--- src/rtl/clahe_ram_pkg.sv ---
// Shared definitions for the CLAHE histogram RAM front end: sequencer state
// encoding, requester ids and the read-latency helper.
package clahe_ram_pkg;

    localparam logic [1:0] ST_SERVE = 2'd0;
    localparam logic [1:0] ST_DRAIN = 2'd1;
    localparam logic [1:0] ST_CLEAR = 2'd2;

    localparam logic REQ0 = 1'b0;
    localparam logic REQ1 = 1'b1;

    // Address/command register plus the RAM array stage; the optional RAM
    // output register adds one more.
    localparam int RD_LAT_BASE = 2;

    function automatic int rd_latency(input int output_reg);
        return RD_LAT_BASE + output_reg;
    endfunction

endpackage

--- src/rtl/sprom_rd_tag_pipe.sv ---
// Read-return tag pipe: shifts {valid,id} of each issued read so the return
// lines up with RAM data, and reports when nothing is in flight.
module sprom_rd_tag_pipe
    import clahe_ram_pkg::*;
#(
    parameter int DEPTH = 3
) (
    input  logic clk,
    input  logic rst,
    input  logic in_valid,
    input  logic in_id,
    output logic out_valid,
    output logic out_id,
    output logic empty
);

    logic [DEPTH-1:0] vld;
    logic [DEPTH-1:0] id;

    always_ff @(posedge clk) begin
        if (rst) begin
            vld <= '0;
            id  <= '0;
        end else begin
            vld <= {vld[DEPTH-2:0], in_valid};
            id  <= {id[DEPTH-2:0], in_id};
        end
    end

    assign out_valid = vld[DEPTH-1];
    assign out_id    = id[DEPTH-1];
    // Includes the output stage so a DRAIN never leaves before the last return is shown.
    assign empty     = ~|vld;

endmodule

--- src/rtl/sprom_port_arbiter.sv ---
// Two-requester front end for a single-port BRAM with in-order read returns
// and a built-in sweep that writes CLEAR_VALUE to every address.
module sprom_port_arbiter
    import clahe_ram_pkg::*;
#(
    parameter int DATA_WIDTH   = 16,
    parameter int ADDR_WIDTH   = 4,
    parameter int BYTEEN_WIDTH = 2,
    parameter int OUTPUT_REG   = 1,
    parameter logic [DATA_WIDTH-1:0] CLEAR_VALUE = '0
) (
    input  logic                    clk,
    input  logic                    rst,
    input  logic                    clr_start,
    output logic                    clr_busy,
    output logic                    clr_done,
    input  logic                    r0_valid,
    output logic                    r0_ready,
    input  logic                    r0_we,
    input  logic [ADDR_WIDTH-1:0]   r0_addr,
    input  logic [DATA_WIDTH-1:0]   r0_wdata,
    input  logic [BYTEEN_WIDTH-1:0] r0_byteen,
    output logic                    r0_rvalid,
    output logic [DATA_WIDTH-1:0]   r0_rdata,
    input  logic                    r1_valid,
    output logic                    r1_ready,
    input  logic                    r1_we,
    input  logic [ADDR_WIDTH-1:0]   r1_addr,
    input  logic [DATA_WIDTH-1:0]   r1_wdata,
    input  logic [BYTEEN_WIDTH-1:0] r1_byteen,
    output logic                    r1_rvalid,
    output logic [DATA_WIDTH-1:0]   r1_rdata,
    output logic                    ram_wclke,
    output logic                    ram_we,
    output logic                    ram_re,
    output logic                    ram_addren,
    output logic                    ram_rst,
    output logic [BYTEEN_WIDTH-1:0] ram_byteen,
    output logic [ADDR_WIDTH-1:0]   ram_addr,
    output logic [DATA_WIDTH-1:0]   ram_wdata,
    input  logic [DATA_WIDTH-1:0]   ram_rdata
);

    localparam int RD_LAT = rd_latency(OUTPUT_REG);

    logic [1:0]              state;
    logic                    last_grant;
    logic [ADDR_WIDTH-1:0]   clr_cnt;
    logic                    serve;
    logic                    accept;
    logic                    sel_we;
    logic [ADDR_WIDTH-1:0]   sel_addr;
    logic [DATA_WIDTH-1:0]   sel_wdata;
    logic [BYTEEN_WIDTH-1:0] sel_byteen;
    logic                    tag_valid;
    logic                    tag_id;
    logic                    pipe_empty;

    // valid/ready: a command transfers in a cycle where valid && ready; ready
    // never depends on a registered copy of valid and only one side gets it.
    always_comb begin
        serve      = (state == ST_SERVE);
        r0_ready   = serve && r0_valid && (!r1_valid || last_grant == REQ1);
        r1_ready   = serve && r1_valid && (!r0_valid || last_grant == REQ0);
        accept     = r0_ready || r1_ready;
        sel_we     = r1_ready ? r1_we     : r0_we;
        sel_addr   = r1_ready ? r1_addr   : r0_addr;
        sel_wdata  = r1_ready ? r1_wdata  : r0_wdata;
        sel_byteen = r1_ready ? r1_byteen : r0_byteen;
    end

    always_ff @(posedge clk) begin
        if (rst) begin
            state      <= ST_SERVE;
            last_grant <= REQ1;
            clr_cnt    <= '0;
            clr_done   <= 1'b0;
            ram_wclke  <= 1'b0;
            ram_we     <= 1'b0;
            ram_re     <= 1'b0;
            ram_addren <= 1'b0;
            ram_byteen <= '0;
            ram_addr   <= '0;
            ram_wdata  <= '0;
            ram_rst    <= 1'b1;
        end else begin
            ram_rst    <= 1'b0;
            clr_done   <= 1'b0;
            ram_wclke  <= 1'b0;
            ram_we     <= 1'b0;
            ram_re     <= 1'b0;
            ram_addren <= 1'b0;
            ram_byteen <= '0;
            case (state)
                ST_SERVE: begin
                    if (accept) begin
                        ram_addren <= 1'b1;
                        ram_re     <= !sel_we;
                        ram_we     <= sel_we;
                        ram_wclke  <= sel_we;
                        ram_byteen <= sel_we ? sel_byteen : '0;
                        ram_addr   <= sel_addr;
                        if (sel_we) ram_wdata <= sel_wdata;
                        last_grant <= r1_ready ? REQ1 : REQ0;
                    end
                    if (clr_start) state <= ST_DRAIN;
                end
                ST_DRAIN: begin
                    if (pipe_empty) begin
                        state   <= ST_CLEAR;
                        clr_cnt <= '0;
                    end
                end
                ST_CLEAR: begin
                    ram_addren <= 1'b1;
                    ram_we     <= 1'b1;
                    ram_wclke  <= 1'b1;
                    ram_byteen <= '1;
                    ram_addr   <= clr_cnt;
                    ram_wdata  <= CLEAR_VALUE;
                    // Stop at the top address rather than wrapping back to 0.
                    if (&clr_cnt) begin
                        state    <= ST_SERVE;
                        clr_done <= 1'b1;
                    end else begin
                        clr_cnt <= clr_cnt + 1'b1;
                    end
                end
                default: state <= ST_SERVE;
            endcase
        end
    end

    sprom_rd_tag_pipe #(.DEPTH(RD_LAT)) u_tag_pipe (
        .clk       (clk),
        .rst       (rst),
        .in_valid  (accept && !sel_we),
        .in_id     (r1_ready ? REQ1 : REQ0),
        .out_valid (tag_valid),
        .out_id    (tag_id),
        .empty     (pipe_empty)
    );

    assign clr_busy  = (state != ST_SERVE);
    assign r0_rvalid = tag_valid && (tag_id == REQ0);
    assign r1_rvalid = tag_valid && (tag_id == REQ1);
    assign r0_rdata  = ram_rdata;
    assign r1_rdata  = ram_rdata;

endmodule

--- config.mk ---
export PLATFORM = sky130hd
export DESIGN_NAME = sprom_port_arbiter
export DESIGN_NICKNAME = d
export VERILOG_FILES = /design/src/rtl/clahe_ram_pkg.sv /design/src/rtl/sprom_rd_tag_pipe.sv /design/src/rtl/sprom_port_arbiter.sv
export SDC_FILE = /design/constraint.sdc
export NUM_CORES = 1
export LEC_CHECK = 0
export ABC_AREA = 1
export BUFFER_PORTS_ARGS = -buffer_cell sky130_fd_sc_hd__buf_2
export CELL_PAD_IN_SITES_DETAIL_PLACEMENT = 2
export CELL_PAD_IN_SITES_GLOBAL_PLACEMENT = 2
export CORE_ASPECT_RATIO = 1.5
export CORE_MARGIN = 3
export CORE_UTILIZATION = 21
export DETAILED_ROUTE_END_ITERATION = 10
export GPL_TIMING_DRIVEN = 0
export MAX_ROUTING_LAYER = met4
export PLACE_DENSITY_LB_ADDON = 0.2
export SETUP_SLACK_MARGIN = 0.2
export SLEW_MARGIN = 20
export SYNTH_ARGS = -nofsm -noshare
export SYNTH_HDL_FRONTEND = slang
export SYNTH_SLANG_ARGS = --single-unit
--- constraint.sdc ---
create_clock -name clk -period 1.8 [get_ports clk]
set_input_delay 0.09 -clock clk [delete_from_list [all_inputs] [get_ports clk]]
set_output_delay 0.09 -clock clk [all_outputs]
set_load 0.005 [all_outputs]
# == Word-level counts from Yosys, hierarchy flattened ==
# Index checks and enable logic that the tools add are counted.
# Widths: inputs -> output; s select.
# totals
out_inout_bits,65
in_bits,67
register_bits,40
word_cells,79
# classes
add_sub_neg,1
n_reduce_logical,26
mux,26
n_bitwise,5
eq_ne,8
# ops
operator,n
$mux 16,3
$pmux 16 s2,1
$mux 4,4
$pmux 4 s2,2
$mux 2,6
$reduce_and 3->1,3
$ne 2x2->1 const B,4
$logic_and 1x1->1,7
$mux 1,6
$pmux 2 s3,1
$reduce_bool 2->1,3
$reduce_or 3->1,2
$not 1->1,5
$add 4x1->4 const B,1
$ne 2x1->1 const B,2
$pmux 1 s2,2
$pmux 2 s2,1
$reduce_and 2->1,2
$reduce_and 4->1,1
$logic_not 1->1,3
$logic_or 1x1->1,3
$eq 2x1->1 const B,1
$eq 2x2->1 const B,1
$logic_not 2->1,1
$reduce_or 2->1,1

# == Logic depth before layout (Yosys ltp) ==
# logic_depth
word_depth,7
depth_mapped,8
ltp_nobuf,7

# == Hierarchy ==
# Synthesis repeated with hierarchy kept, for this count alone.
# unflattened
cells_unflattened,359
hier_area_um2,2308.5
# modules_own_cells
module,cells_each,seq_area_each_um2,instances,area_each_um2
sprom_port_arbiter,339,680.7,1,2133.3
sprom_rd_tag_pipe,20,120.1,1,175.2

# == Least setup slack after synthesis ==
# OpenSTA, ideal clock, no wires.
# synth_timing
path_type,reg2reg
from,reg state[0]
to,reg ram_wdata[0]
path_buffers,1
setup_ps,132
synth_period_minus_slack_ps,1267
path_stages_with_launch,8
t_arrival_ps,1135
path_slack_ps,533
required_ps,1668
path_cell_list,dfxtp_1 nor2_4 nand3_2 nand2_1 nand3_4 buf_6 nand3_1 a21oi_1
# synth_between
elab_chain_cells,7
elab_cells_between_ends,16
cone_classes,3 x eq/ne; 5 x mux; 8 x reduce/logical
# synth_lines
item,line,rtl
"start, declared",sprom_port_arbiter.sv:46,logic [1:0] state;
"start signal, assigned",sprom_port_arbiter.sv:74,state <= ST_SERVE;
"start signal, assigned",sprom_port_arbiter.sv:106,if (clr_start) state <= ST_DRAIN;
"start signal, assigned",sprom_port_arbiter.sv:110,state <= ST_CLEAR;
$logic_not 2->1,"sprom_port_arbiter.sv:62, sprom_port_arbiter.sv:94",
$logic_and 1x1->1 (2 in a row),sprom_port_arbiter.sv:64,r1_ready = serve && r1_valid && (!r0_valid || last_grant == REQ0);
$mux 16,sprom_port_arbiter.sv:68,sel_wdata = r1_ready ? r1_wdata : r0_wdata;
$mux 16,sprom_port_arbiter.sv:103,if (sel_we) ram_wdata <= sel_wdata;
$mux 16,sprom_port_arbiter.sv:96,if (accept) begin
$pmux 16 s2,sprom_port_arbiter.sv:94,case (state)
"end signal, assigned",sprom_port_arbiter.sv:103,
"end, declared",sprom_port_arbiter.sv:40,"output logic [DATA_WIDTH-1:0] ram_wdata,"
# Several ways; a longest one is shown, not always the timed one. The select of a mux whose other input is x is not followed.
# A chain may end at the register's enable or synchronous reset.

# == Worst setup path after layout ==
# layout_timing
from,reg state[0]
to,out r0_ready
# layout_between
elab_chain_cells,3
# layout_lines
item,line,rtl
$logic_not 2->1,sprom_port_arbiter.sv:62,serve = (state == ST_SERVE);
$logic_and 1x1->1 (2 in a row),sprom_port_arbiter.sv:63,r0_ready = serve && r0_valid && (!r1_valid || last_grant == REQ1);
"end, declared",sprom_port_arbiter.sv:18,"output logic r0_ready,"
# Every way passes these cells.

==> impl_metrics.toml <==
[run_status]
outcome = "finished clean"

[global_routing]
grt_pass1_vias = 2738
grt_pass1_wl_um = 13510
antenna_found_initial = 1
grt_max_degree = 14
grt_usage_pct = 15.80
grt.overflow.total = 0

[clock_network]
clk_path_buf_depth = 2
clock_sinks = 40
cts_buffers = 5
ctsHtreeMaxLevel = 2
cts_tree = "built"
clock_latency_ns = 0.29
clockRootBuffer = "clkbuf_16"
clkTransAtPathRegs_ns = 0.06

[cells_and_area]
drive_gt1_share_pct = 42.96
stdcell_count = 542
nFillCells = 1230
layout.nets = 493
area_delta_synth_final_pct = 43.61

[timing]
hold_violations = 0
fmax_mhz = 664.4
period_minus_slack_ns = 1.505
slew_viol_final = 0
setup_tns_ns = 0
slew_headroom_pct = 65.96
period_share_pct = 83.62
finalSetupViolCount = 0
worstMarginPinSlew_ns = 0.5106
fin_skew_ns = 0.002388
grt_setup_unrepaired = "yes"
holdWs_ns = 0.04387

[power_and_ir_drop]
power_density_nw_per_um2 = 868.2
irDropWorstVdd_mv = 0.3241
finalPower_w = 0.002650
power_leakage_nw = 1.612

[place]
portBuffers = 115
dpl.hpwl_um = 6711
post-place-cells = 528
gp_congestion = 0.7811

[logic_synthesis]
synthMuxAreaShare_pct = 0
synthArstFlopShare_pct = 0
synth_xor_area_share_pct = 0
netlist_top_cells_count = "nand2_1, dfxtp_1, nand3_1, buf_4, a21oi_1"
synth_compound_area_share_pct = 9.182
yosysSeqAreaShare_pct = 37.67
synth.avg_cell_area_um2 = 7.134
synth_top_area_share_pct = 37.67
synth_nets = 366
yosysWarnings = 0
synth-simple-area-share_pct = 32.55
synthTopCellsByArea = "dfxtp_1, buf_4, nand2_1"
synth_top_flop_cell = "dfxtp_1"
synth_largest_area_cell = "dfxtp_1"
synth_edf_count = 0
synth_cells = 298
syn_area_um2 = 2126
synth_most_common_cell = "nand2_1"
synthDistinctLibCells = 21
synth_top_family_by_area = "simple AND/OR/NAND/NOR gates"
ys_ff_latch = 40
synthAdderAreaFrac_pct = 0.5886

[flow_run]
cap_violations = 0

[worst_setup_path]
end_kind = "output port"
ff2ff_path_depth = 6
path_class = "flop to output port"
start_kind = "flop"
crit_required_ns = 1.71
cp_max_fo = 10
worst_ep_arrival_time_ns = 1.42

[detailed_routing]
drt-initial-drc-count = 34
dr.pass1.iters = 3
viasPerCell = 4.589
vias = 2487
post_drt_wl_per_cell_um = 15.59
remaining_drc_errors = 0
routed_wl_um = 8450
ant_nets = 0

[worst_hold_path]
hold_path_class = "input port to flop"
whs_path_depth = 3

[die]
dieWidth_um = 88.15
io_pins = 132
start_util_pct = 21.69
core.rowCount = 44
coreArea_um2 = 9799
die_h_um = 129.2
die_area_um2 = 11390
[routing by layer]
metal	global-route usage, %	routed length [µm]
met1	16.21	3205
met3	3.372	587
met5	-	0
met4	4.626	112
met2	29.57	4545
[registers in the layout, summed over array words and instances (netlist names)]
name	flops
ram_wdata	16
clr_cnt	4
ram_addr	4
u_tag_pipe.id	3
u_tag_pipe.vld	3
ram_byteen	2
state	2
clr_done	1
last_grant	1
ram_addren	1
ram_re	1
ram_rst	1
ram_we	1
[layout make-up]
class | instances | area (µm²) | share of cell area, %
multi-input cells | 187 | 907.1 | 29.71
flip-flops and latches | 40 | 802.0 | 26.27
repair buffers | 120 | 615.6 | 20.16
plain buffers | 47 | 345.3 | 11.31
well taps | 115 | 143.9 | 4.713
clock buffers | 5 | 125.1 | 4.098
inverters | 24 | 92.59 | 3.033
clock inverters | 3 | 18.77 | 0.6148
diodes | 1 | 2.502 | 0.08197
[critical path, stage by stage (launching register included)]
cell and delay [ns]:
dfxtp_2 0.35, nor2_4 0.19, buf_6 0.15, buf_6 0.15
inv_1 0.07, nor2_1 0.09, buf_2 0.12
[per-stage QoR]
stage          cell area, µm²  utilization (%)  setup WS [ns]
3_5_place_dp             2845            29.03         0.2161
4_1_cts                  3010            30.72         0.2013
2_1_floorplan            2126                -         0.5329
6_report                 3053            31.15         0.2948
5_1_grt                  3053            31.15         0.1702
3_3_place_gp             2845            29.03         0.2701
[power by group]
| group | switching, W | internal [W] | leakage, nW |
|---|---|---|---|
| Clock | 0.000391 | 0.000512 | 0.0736 |
| Combinational | 0.000414 | 0.000324 | 1.21 |
| Sequential | 0.0000453 | 0.000964 | 0.328 |
[path summary, 6_finish.rpt]
kind,start,slack [ns],endpoint
worst max-delay path,state[0],0.29,r0_ready
worst min-delay path,r0_byteen[1],0.04,ram_byteen[1]
worst max register to register,state[0],0.32,ram_addr[3]
worst min register to register,u_tag_pipe.id[0],0.41,u_tag_pipe.id[1]
[cell usage in the layout (no fill, tap or decap)]
| cell type | instances |
|---|---|
| buf_2 | 120 |
| nand2_1 | 68 |
| dfxtp_1 | 39 |
| buf_4 | 38 |
| nand3_1 | 35 |
| a21oi_1 | 26 |
| inv_1 | 22 |
| nor2_1 | 19 |
| nand4_1 | 18 |
| o21ai_0 | 8 |
| clkbuf_16 | 5 |
| buf_6 | 4 |
| nor3_1 | 3 |
| nor2_4 | 2 |
| nand2_2 | 2 |
| nand3_4 | 2 |
| o21ai_2 | 2 |
| clkbuf_1 | 2 |
| clkinv_2 | 2 |
| diode_2 | 1 |
| inv_4 | 1 |
| inv_2 | 1 |
| clkbuf_2 | 1 |
| clkbuf_4 | 1 |
| o211ai_1 | 1 |
| ha_1 | 1 |
| clkinv_4 | 1 |
| dlygate4sd3_1 | 1 |
| dfxtp_2 | 1 |
[kinds of logic after synthesis]
logic type,after synthesis
AOI/OAI and AO/OA,37
adders and majority gates,1
buffers and inverters,71
DFF,40
and+or+nand+nor,149
[what timing repair did]
| item | in CTS | in global routing |
|---|---|---|
| endpoints found under the hold margin | 1 | 0 |
| hold buffers | 1 | 0 |
| resized for setup | 2 | 6 |
| pin swaps | 1 | 1 |
| gates cloned | 0 | 0 |
| endpoints found under the setup margin | 4 | 22 |
| setup buffers | 1 | 3 |
Note: power is estimated with default switching activity, not from simulation.
